--- src/rtl/pipelined_cla_adder_if.sv ---
// Operand/result handshake bundle for pipelined_cla_adder.
// The slave modport is the adder side and the master modport is the producer/consumer side.
interface pipelined_cla_adder_if #(
   parameter int unsigned WIDTH = 32
);
   logic             in_valid;
   logic             in_ready;
   logic [WIDTH-1:0] a;
   logic [WIDTH-1:0] b;
   logic             cin;
   logic             sub;
   logic             out_valid;
   logic             out_ready;
   logic [WIDTH-1:0] sum;
   logic             cout;
   logic             ovf;
   logic             zero;

   modport slave (
      input  in_valid, a, b, cin, sub, out_ready,
      output in_ready, out_valid, sum, cout, ovf, zero
   );

   modport master (
      output in_valid, a, b, cin, sub, out_ready,
      input  in_ready, out_valid, sum, cout, ovf, zero
   );
endinterface

--- src/rtl/pipelined_cla_adder.sv ---
// Pipelined carry-lookahead adder/subtractor: one WIDTH/STAGES slice per stage,
// GROUP-bit lookahead groups rippling inside a slice, carry registered between slices.
module pipelined_cla_adder #(
   parameter int unsigned WIDTH  = 32,
   parameter int unsigned STAGES = 2,
   parameter int unsigned GROUP  = 4
) (
   input logic                   clk,
   input logic                   rst_n,
   input logic                   flush,
   pipelined_cla_adder_if.slave  bus
);
   localparam int unsigned SW = WIDTH / STAGES;
   localparam int unsigned NG = SW / GROUP;
   localparam int unsigned NR = (STAGES > 1) ? STAGES - 1 : 1;

   if (STAGES < 1 || (WIDTH % (STAGES * GROUP)) != 0) begin : g_param_check
      $error("pipelined_cla_adder: WIDTH must be divisible by STAGES*GROUP, STAGES >= 1");
   end

   // Returns {carry into slice MSB, slice carry-out, slice sum}.
   function automatic logic [SW+1:0] f_slice(input logic [SW-1:0] i_x,
                                             input logic [SW-1:0] i_y,
                                             input logic          i_c);
      logic [SW-1:0] w_g;
      logic [SW-1:0] w_p;
      logic [SW:0]   w_cy;
      logic          w_t;
      logic          w_pp;
      w_g     = i_x & i_y;
      w_p     = i_x | i_y;
      w_cy    = '0;
      w_cy[0] = i_c;
      for (int g = 0; g < int'(NG); g++) begin
         for (int i = 0; i < int'(GROUP); i++) begin
            // Every carry in the group is expanded from the group carry-in alone.
            w_t = w_cy[g*GROUP];
            for (int j = 0; j <= i; j++) w_t = w_t & w_p[g*GROUP+j];
            for (int j = 0; j <= i; j++) begin
               w_pp = w_g[g*GROUP+j];
               for (int m = j + 1; m <= i; m++) w_pp = w_pp & w_p[g*GROUP+m];
               w_t = w_t | w_pp;
            end
            w_cy[g*GROUP+i+1] = w_t;
         end
      end
      return {w_cy[SW-1], w_cy[SW], i_x ^ i_y ^ w_cy[SW-1:0]};
   endfunction

   logic [STAGES-1:0] r_vld;
   logic [STAGES-1:0] r_c;
   logic [WIDTH-1:0]  r_sum [STAGES];
   logic [WIDTH-1:0]  r_a   [NR];
   logic [WIDTH-1:0]  r_b   [NR];
   logic              r_ovf;

   logic [STAGES-1:0] w_adv;
   logic [STAGES-1:0] w_v_src;
   logic [STAGES-1:0] w_c_src;
   logic [WIDTH-1:0]  w_a_src [STAGES];
   logic [WIDTH-1:0]  w_b_src [STAGES];
   logic [WIDTH-1:0]  w_s_src [STAGES];
   logic [WIDTH-1:0]  w_s_nx  [STAGES];
   logic [SW+1:0]     w_res   [STAGES];

   for (genvar k = 0; k < STAGES; k++) begin : g_stage
      if (k == 0) begin : g_src_in
         assign w_v_src[k] = bus.in_valid;
         assign w_a_src[k] = bus.a;
         assign w_b_src[k] = bus.b ^ {WIDTH{bus.sub}};
         assign w_c_src[k] = bus.cin ^ bus.sub;
         assign w_s_src[k] = '0;
      end else begin : g_src_reg
         assign w_v_src[k] = r_vld[k-1];
         assign w_a_src[k] = r_a[k-1];
         assign w_b_src[k] = r_b[k-1];
         assign w_c_src[k] = r_c[k-1];
         assign w_s_src[k] = r_sum[k-1];
      end

      if (k == STAGES - 1) begin : g_adv_last
         assign w_adv[k] = !r_vld[k] || bus.out_ready;
      end else begin : g_adv_mid
         assign w_adv[k] = !r_vld[k] || w_adv[k+1];
      end

      assign w_res[k] = f_slice(w_a_src[k][k*SW +: SW], w_b_src[k][k*SW +: SW], w_c_src[k]);

      always_comb begin
         w_s_nx[k]              = w_s_src[k];
         w_s_nx[k][k*SW +: SW]  = w_res[k][SW-1:0];
      end
   end

   always_ff @(posedge clk) begin
      if (!rst_n) begin
         r_vld <= '0;
         r_c   <= '0;
         r_ovf <= 1'b0;
         for (int k = 0; k < int'(STAGES); k++) r_sum[k] <= '0;
         for (int k = 0; k < int'(NR); k++) begin
            r_a[k] <= '0;
            r_b[k] <= '0;
         end
      end else if (flush) begin
         r_vld <= '0;
      end else begin
         for (int k = 0; k < int'(STAGES); k++) begin
            if (w_adv[k]) begin
               r_vld[k] <= w_v_src[k];
               r_c[k]   <= w_res[k][SW];
               r_sum[k] <= w_s_nx[k];
            end
         end
         for (int k = 0; k < int'(NR); k++) begin
            if (w_adv[k]) begin
               r_a[k] <= w_a_src[k];
               r_b[k] <= w_b_src[k];
            end
         end
         if (w_adv[STAGES-1]) r_ovf <= w_res[STAGES-1][SW+1] ^ w_res[STAGES-1][SW];
      end
   end

   assign bus.in_ready  = w_adv[0];
   assign bus.out_valid = r_vld[STAGES-1];
   assign bus.sum       = r_sum[STAGES-1];
   assign bus.cout      = r_c[STAGES-1];
   assign bus.ovf       = r_ovf;
   assign bus.zero      = (r_sum[STAGES-1] == '0);
endmodule

--- src/flat_wrapper.sv ---
// flat-port wrapper written by rule: the top's interface ports become plain ports
module pipelined_cla_adder_flat 
#(
   parameter int unsigned WIDTH  = 32,
   parameter int unsigned STAGES = 2,
   parameter int unsigned GROUP  = 4
)
  (clk, rst_n, flush, bus_in_valid, bus_a, bus_b, bus_cin, bus_sub, bus_out_ready, bus_in_ready, bus_out_valid, bus_sum, bus_cout, bus_ovf, bus_zero);
  pipelined_cla_adder_if #(.WIDTH(WIDTH)) bus_i ();
  input logic clk;
  input logic rst_n;
  input logic flush;
  input wire logic [$bits(bus_i.in_valid)-1:0] bus_in_valid;
  input wire logic [$bits(bus_i.a)-1:0] bus_a;
  input wire logic [$bits(bus_i.b)-1:0] bus_b;
  input wire logic [$bits(bus_i.cin)-1:0] bus_cin;
  input wire logic [$bits(bus_i.sub)-1:0] bus_sub;
  input wire logic [$bits(bus_i.out_ready)-1:0] bus_out_ready;
  output wire logic [$bits(bus_i.in_ready)-1:0] bus_in_ready;
  output wire logic [$bits(bus_i.out_valid)-1:0] bus_out_valid;
  output wire logic [$bits(bus_i.sum)-1:0] bus_sum;
  output wire logic [$bits(bus_i.cout)-1:0] bus_cout;
  output wire logic [$bits(bus_i.ovf)-1:0] bus_ovf;
  output wire logic [$bits(bus_i.zero)-1:0] bus_zero;
  assign bus_i.in_valid = bus_in_valid;
  assign bus_i.a = bus_a;
  assign bus_i.b = bus_b;
  assign bus_i.cin = bus_cin;
  assign bus_i.sub = bus_sub;
  assign bus_i.out_ready = bus_out_ready;
  assign bus_in_ready = bus_i.in_ready;
  assign bus_out_valid = bus_i.out_valid;
  assign bus_sum = bus_i.sum;
  assign bus_cout = bus_i.cout;
  assign bus_ovf = bus_i.ovf;
  assign bus_zero = bus_i.zero;
  pipelined_cla_adder #(.WIDTH(WIDTH), .STAGES(STAGES), .GROUP(GROUP)) u_core (.clk(clk), .rst_n(rst_n), .flush(flush), .bus(bus_i));
endmodule
--- config.mk ---
export PLATFORM = sky130hd
export DESIGN_NAME = pipelined_cla_adder_flat
export DESIGN_NICKNAME = d
export VERILOG_FILES = /design/src/rtl/pipelined_cla_adder_if.sv /design/src/rtl/pipelined_cla_adder.sv /design/src/flat_wrapper.sv
export SDC_FILE = /design/constraint.sdc
export NUM_CORES = 1
export LEC_CHECK = 0
export BUFFER_PORTS_ARGS = -buffer_cell sky130_fd_sc_hd__buf_2
export CAP_MARGIN = 20
export CELL_PAD_IN_SITES_DETAIL_PLACEMENT = 1
export CELL_PAD_IN_SITES_GLOBAL_PLACEMENT = 2
export CORE_ASPECT_RATIO = 1.1
export CORE_MARGIN = 10
export CORE_UTILIZATION = 39
export DETAILED_ROUTE_END_ITERATION = 8
export HOLD_SLACK_MARGIN = 0.12
export PLACE_DENSITY = 0.87
export SLEW_MARGIN = 20
export SYNTH_ARGS = -nofsm -noshare
export SYNTH_HDL_FRONTEND = slang
export SYNTH_SLANG_ARGS = --single-unit
--- constraint.sdc ---
create_clock -name clk -period 11.02 [get_ports clk]
set_clock_uncertainty 0.05 [all_clocks]
set_input_delay 2.204 -clock clk [delete_from_list [all_inputs] [get_ports clk]]
set_output_delay 2.204 -clock clk [all_outputs]
set_load 0.01 [all_outputs]
### Word-level counts from Yosys, hierarchy flattened

Memories as Yosys holds them, arrays and structs flattened.
Index checks and enable logic that the tools add are counted.

| word-level totals | value |
|---|---|
| register bits | 5 |
| bits in latches | 0 |
| memory bits (writable) | 128 |
| memory bits (read-only) | 0 |
| bits of input ports | 71 |
| logic and storage cells | 208 |
| memories | 3 |

| cells by class | value |
|---|---|
| add/sub/neg operators | 0 |
| $mul | 0 |
| div/mod/pow operators | 0 |
| $lt $le $gt $ge | 0 |
| equality and inequality tests | 0 |
| shifts and indexed selects | 0 |
| mux-type cells | 15 |
| bitwise gates (word level) | 175 |
| reduce and logical (&&, ||, !) cells | 10 |

Memory list:

| memory | depth | width | read ports | clocked after memory_dff | wr ports | RTL line | RTL |
|---|---|---|---|---|---|---|---|
| u_core.r_sum | 2 | 32 | 2 | 0 | 2 | pipelined_cla_adder.sv:52 | `logic [WIDTH-1:0] r_sum [STAGES];` |
| u_core.r_a | 1 | 32 | 1 | 0 | 1 | pipelined_cla_adder.sv:53 | `logic [WIDTH-1:0] r_a [NR];` |
| u_core.r_b | 1 | 32 | 1 | 0 | 1 | pipelined_cla_adder.sv:54 | `logic [WIDTH-1:0] r_b [NR];` |

Operators with widths:

| kind | count |
|---|---|
| $mux 32 | 4 |
| $or 1x1->1 | 82 |
| $and 1x1->1 | 80 |
| $reduce_or 32->1 | 2 |
| $xor 16x16->16 | 4 |
| $and 16x16->16 | 2 |
| $logic_not 32->1 | 1 |
| $or 16x16->16 | 2 |
| $xor 32x32->32 | 1 |
| $mux 1 | 11 |
| $reduce_and 2->1 | 2 |
| $logic_not 1->1 | 2 |
| $logic_or 1x1->1 | 2 |
| $not 1->1 | 2 |
| $reduce_or 2->1 | 1 |
| $xor 1x1->1 | 2 |

### Depth between registers and ports, before layout

An unclocked memory read counts as a cell.

| logic depth | value |
|---|---|
| depth after elaboration | 35 |
| depth in mapped cells | 13 |
| mapped depth without buffers | 11 |

### Worst setup path before layout

Ideal clock, no wire load.

| path | value |
|---|---|
| kind | input-to-reg |
| start point | input port bus_out_ready |
| end point | memory u_core.r_a[0][16] (enable) |
| library setup time | 522 ps |
| data arrival time | 5915 ps |
| required time | 10448 ps |
| path slack | 4533 ps |
| cell stages on the path | 3 |
| buffers on the path | 0 |
| path through | nor2b_1 > and2_1 > o21ai_0 |

| on the way | value |
|---|---|
| longest elaborated chain between the ends | 8 |

Ends and longest elaborated chain:

| what | RTL line | RTL |
|---|---|---|
| start, declared | flat_wrapper.sv:18 | `input wire logic [$bits(bus_i.out_ready)-1:0] bus_out_ready;` |
| $logic_or 1x1->1 * | pipelined_cla_adder.sv:82 | `assign w_adv[k] = !r_vld[k] \|\| bus.out_ready;` |
| $logic_or 1x1->1 * | pipelined_cla_adder.sv:84 | `assign w_adv[k] = !r_vld[k] \|\| w_adv[k+1];` |
| $mux 1 * | pipelined_cla_adder.sv:116 | `if (w_adv[k]) begin` |
| $mux 1 * | pipelined_cla_adder.sv:105 | `end else if (flush) begin` |
| $mux 1 * | pipelined_cla_adder.sv:96 | `if (!rst_n) begin` |
| $mux 1 (implied by the code) * | pipelined_cla_adder.sv:117 | `r_a[k] <= w_a_src[k];` |
| $reduce_or 32->1 (no source line) | -- |  |
| $mux 1 (no source line) * | -- |  |
| end, declared | pipelined_cla_adder.sv:53 |  |

Mark *: on every way between the ends. The rest lies on a longest branch, timed or not.

### Final worst setup path

| path | value |
|---|---|
| start point | input port bus_out_ready |
| end point | output port bus_in_ready |

| on the way | value |
|---|---|
| longest elaborated chain between the ends | 2 |

Ends and longest elaborated chain:

| what | RTL line | RTL |
|---|---|---|
| $logic_or 1x1->1 | pipelined_cla_adder.sv:82 |  |
| $logic_or 1x1->1 | pipelined_cla_adder.sv:84 |  |
| end, declared | flat_wrapper.sv:19 | `output wire logic [$bits(bus_i.in_ready)-1:0] bus_in_ready;` |

Every way passes these cells.

==> results.cfg <==
[timing]
post-route-min-period_ns = 5.37
relSlewSlack = 0.275
drv_slew = 0
max_freq_mhz = 186
finalHoldWorstSlack_ns = 0.433
fin_crit_sh = 0.487
tightestPinTransition_ns = 1.09
setup_violations = 0
hold_viol_final = 0
finalSetupTns_ns = 0
rsz0062_at_grt = false

[worst_setup_path]
r2r-start = u_core.r_b[0][16]
worstSetupStartpoint = bus_out_ready
cp_data_required_time_ns = 8.77
reg2reg_to = u_core.r_sum[0][60]
cp.arrival_ns = 3.12
crit_type = input pin to primary output
critPathCaptureType = primary output
cp_max_fo = 6
cp-endpoint = bus_in_ready
rrSetupSlack_ns = 7.96
worstRegToRegCells = 10
start_kind = input pin

[grt]
grt.overflow.total = 0
grt_pass1_vias = 4264
grt_max_degree = 50
grt_usage = 0.134
grt_antenna_before_repair = 0
grt_pass1_wl_um = 21200

[clocking]
h-tree-depth = 3
numCtsBuffers = 9
cts_tree = yes
cts.sinks = 85
max-clock-path-buffers = 2
post_cts_buffers = 0
clk_pin_slew_ns = 0.06
ctsResizeCount = 0
cts_root_buf = clkbuf_16
insertion_delay_ns = 0.33
cts-hold-fix-buffers = 0

[floorplanning]
io_pins = 108
row_count = 46
die_w_um = 135
start_util = 0.395
core_area_mm2 = 0.0143
fp.dieH_um = 146
die_area_mm2 = 0.0197

[power_and_ir_drop]
peakVddDrop_mv = 0.0722
pwr_density_cell_mw_per_mm2 = 138
p_leak_nw = 3.01
total_power_mw = 0.891

[route]
drt_wl_total_um = 12800
via_per_inst = 4.68
drtIter0Drc = 77
drc = 0
ant_nets = 0
wire_per_inst_um = 16.0
first_pass_iters = 4
via_count = 3736

[placement]
dpl.hpwl_um = 10300
gp_congestion = 0.767
port_buffers = 107

[synthesis]
synth_nets = 667
ys_seq_elements = 85
synth_ff_type = edfxtp_1
postSynth.asyncResetShare = 0
syn_area_per_cell_um2 = 10.7
synth_edf_count = 80
seq_area_frac_synth = 0.444
synth.distinct_cells = 47
syn_inst = 524
yosysWarningCount = 0
syn_area_mm2 = 0.00563

[final_layout]
drive_above_1_share = 0.226
area_growth_pct = 14.5
antenna_cells = 0
final_nets = 744

[run]
max_cap_violations = 0

[hold_path]
hold_path.class = flop to flop

[status]
outcome = finished, final reports clean
## layout by cell type (no fill, tap or decap), types with 3 or more instances in the layout
cell type,n
a21oi_1,10
and2_1,37
buf_2,107
buf_4,4
clkbuf_16,9
dfxtp_1,5
edfxtp_1,80
fa_1,8
ha_1,64
inv_1,80
nand2_1,8
nand2b_1,8
nand4_1,4
nor2_1,59
nor2b_1,5
nor3_1,7
nor4_1,8
o21ai_0,4
o21bai_1,3
or3_1,4
xnor2_1,27
xor2_1,25
## routing by layer
| layer | wire length, um | vias to the layer above | GRT usage |
|---|---|---|---|
| li1 | - | 1822 | - |
| met1 | 5280 | 1826 | 0.151 |
| met2 | 6750 | 78 | 0.244 |
| met3 | 547 | 10 | 0.0299 |
| met4 | 229 | 0 | 0.0414 |
| met5 | 0 | - | 0 |
## registers in the layout (all words and copies together), names as in the netlist
| signal | flops |
|---|---|
| u_core.r_a | 16 |
| u_core.r_b | 16 |
| u_core.r_c | 2 |
| u_core.bus.ovf | 1 |
| u_core.r_sum | 48 |
| u_core.r_vld | 2 |
## cells by family after synthesis
logic type / share of synthesized area
XOR/XNOR: 0.0857
adder cells (fa/ha/maj): 0.171
multiplexers: 0.00355
flip-flops: 0.444
AND/OR/NAND/NOR: 0.133
AO/OA/AOI/OAI: 0.0573
buffers and inverters: 0.106
## worst max-delay path, cell delays in order
cell,delay [ns]
buf_2,0.09
nor2b_1,0.22
and2_1,0.34
inv_1,0.10
buf_2,0.15
## where the power goes
part	switching [mW]	leakage (nW)	internal [mW]	total, mW
Sequential	0.0173	0.910	0.390	0.407
Combinational	0.103	1.95	0.0811	0.184
Clock	0.118	0.147	0.182	0.300
Total	0.238	3.01	0.653	0.891
## cell type report
class	count	area [um^2]
fillers	1636	7820
multi-input cells	314	2550
flip-flops and latches	85	2500
repair buffers	111	566
inverters	80	300
clock buffers	12	246
well taps	192	240
clock inverters	4	48.8
## through the flow
stage / utilization / setup slack (ns) / area, um^2 / std cells
after floorplan: - / 4.53 / 5630 / 524
after global placement: 0.431 / 5.40 / 6160 / 782
after detailed placement: 0.431 / 5.32 / 6160 / 782
after CTS: 0.452 / 5.63 / 6450 / 798
after global routing: 0.452 / 5.42 / 6450 / 798
final: 0.452 / 5.65 / 6450 / 798
## synthesized netlist by cell type, drive strengths merged (5+ instances only)
library cell / number / area [um^2]
and2: 37 / 231
buf: 33 / 251
ha: 64 / 801
xnor2: 28 / 264
clkbuf: 12 / 45.0
a21oi: 10 / 50.1
nor2: 60 / 225
nor3: 7 / 35.0
edfxtp: 80 / 2400
dfxtp: 5 / 100
xor2: 25 / 219
o21ai: 5 / 25.0
nor2b: 5 / 31.3
nand2: 8 / 30.0
fa: 8 / 160
nor4: 8 / 50.1
nand2b: 8 / 50.1
inv: 80 / 300
## how the worst min path moves through the flow
stage               slack [ns]          startpoint                   to  depth (start not counted)
floorplan                 0.38     u_core.r_vld[0]      u_core.r_vld[1]                          2
global placement          0.40     u_core.r_vld[0]      u_core.r_vld[1]                          2
detailed placement        0.42     u_core.r_vld[0]      u_core.r_vld[1]                          2
CTS                       0.43     u_core.r_vld[0]      u_core.r_vld[1]                          2
global route              0.47  u_core.r_sum[0][3]  u_core.r_sum[0][35]                          1
finish                    0.43     u_core.r_vld[0]      u_core.r_vld[1]                          2
No activity file was read; power rests on OpenSTA's default activity.
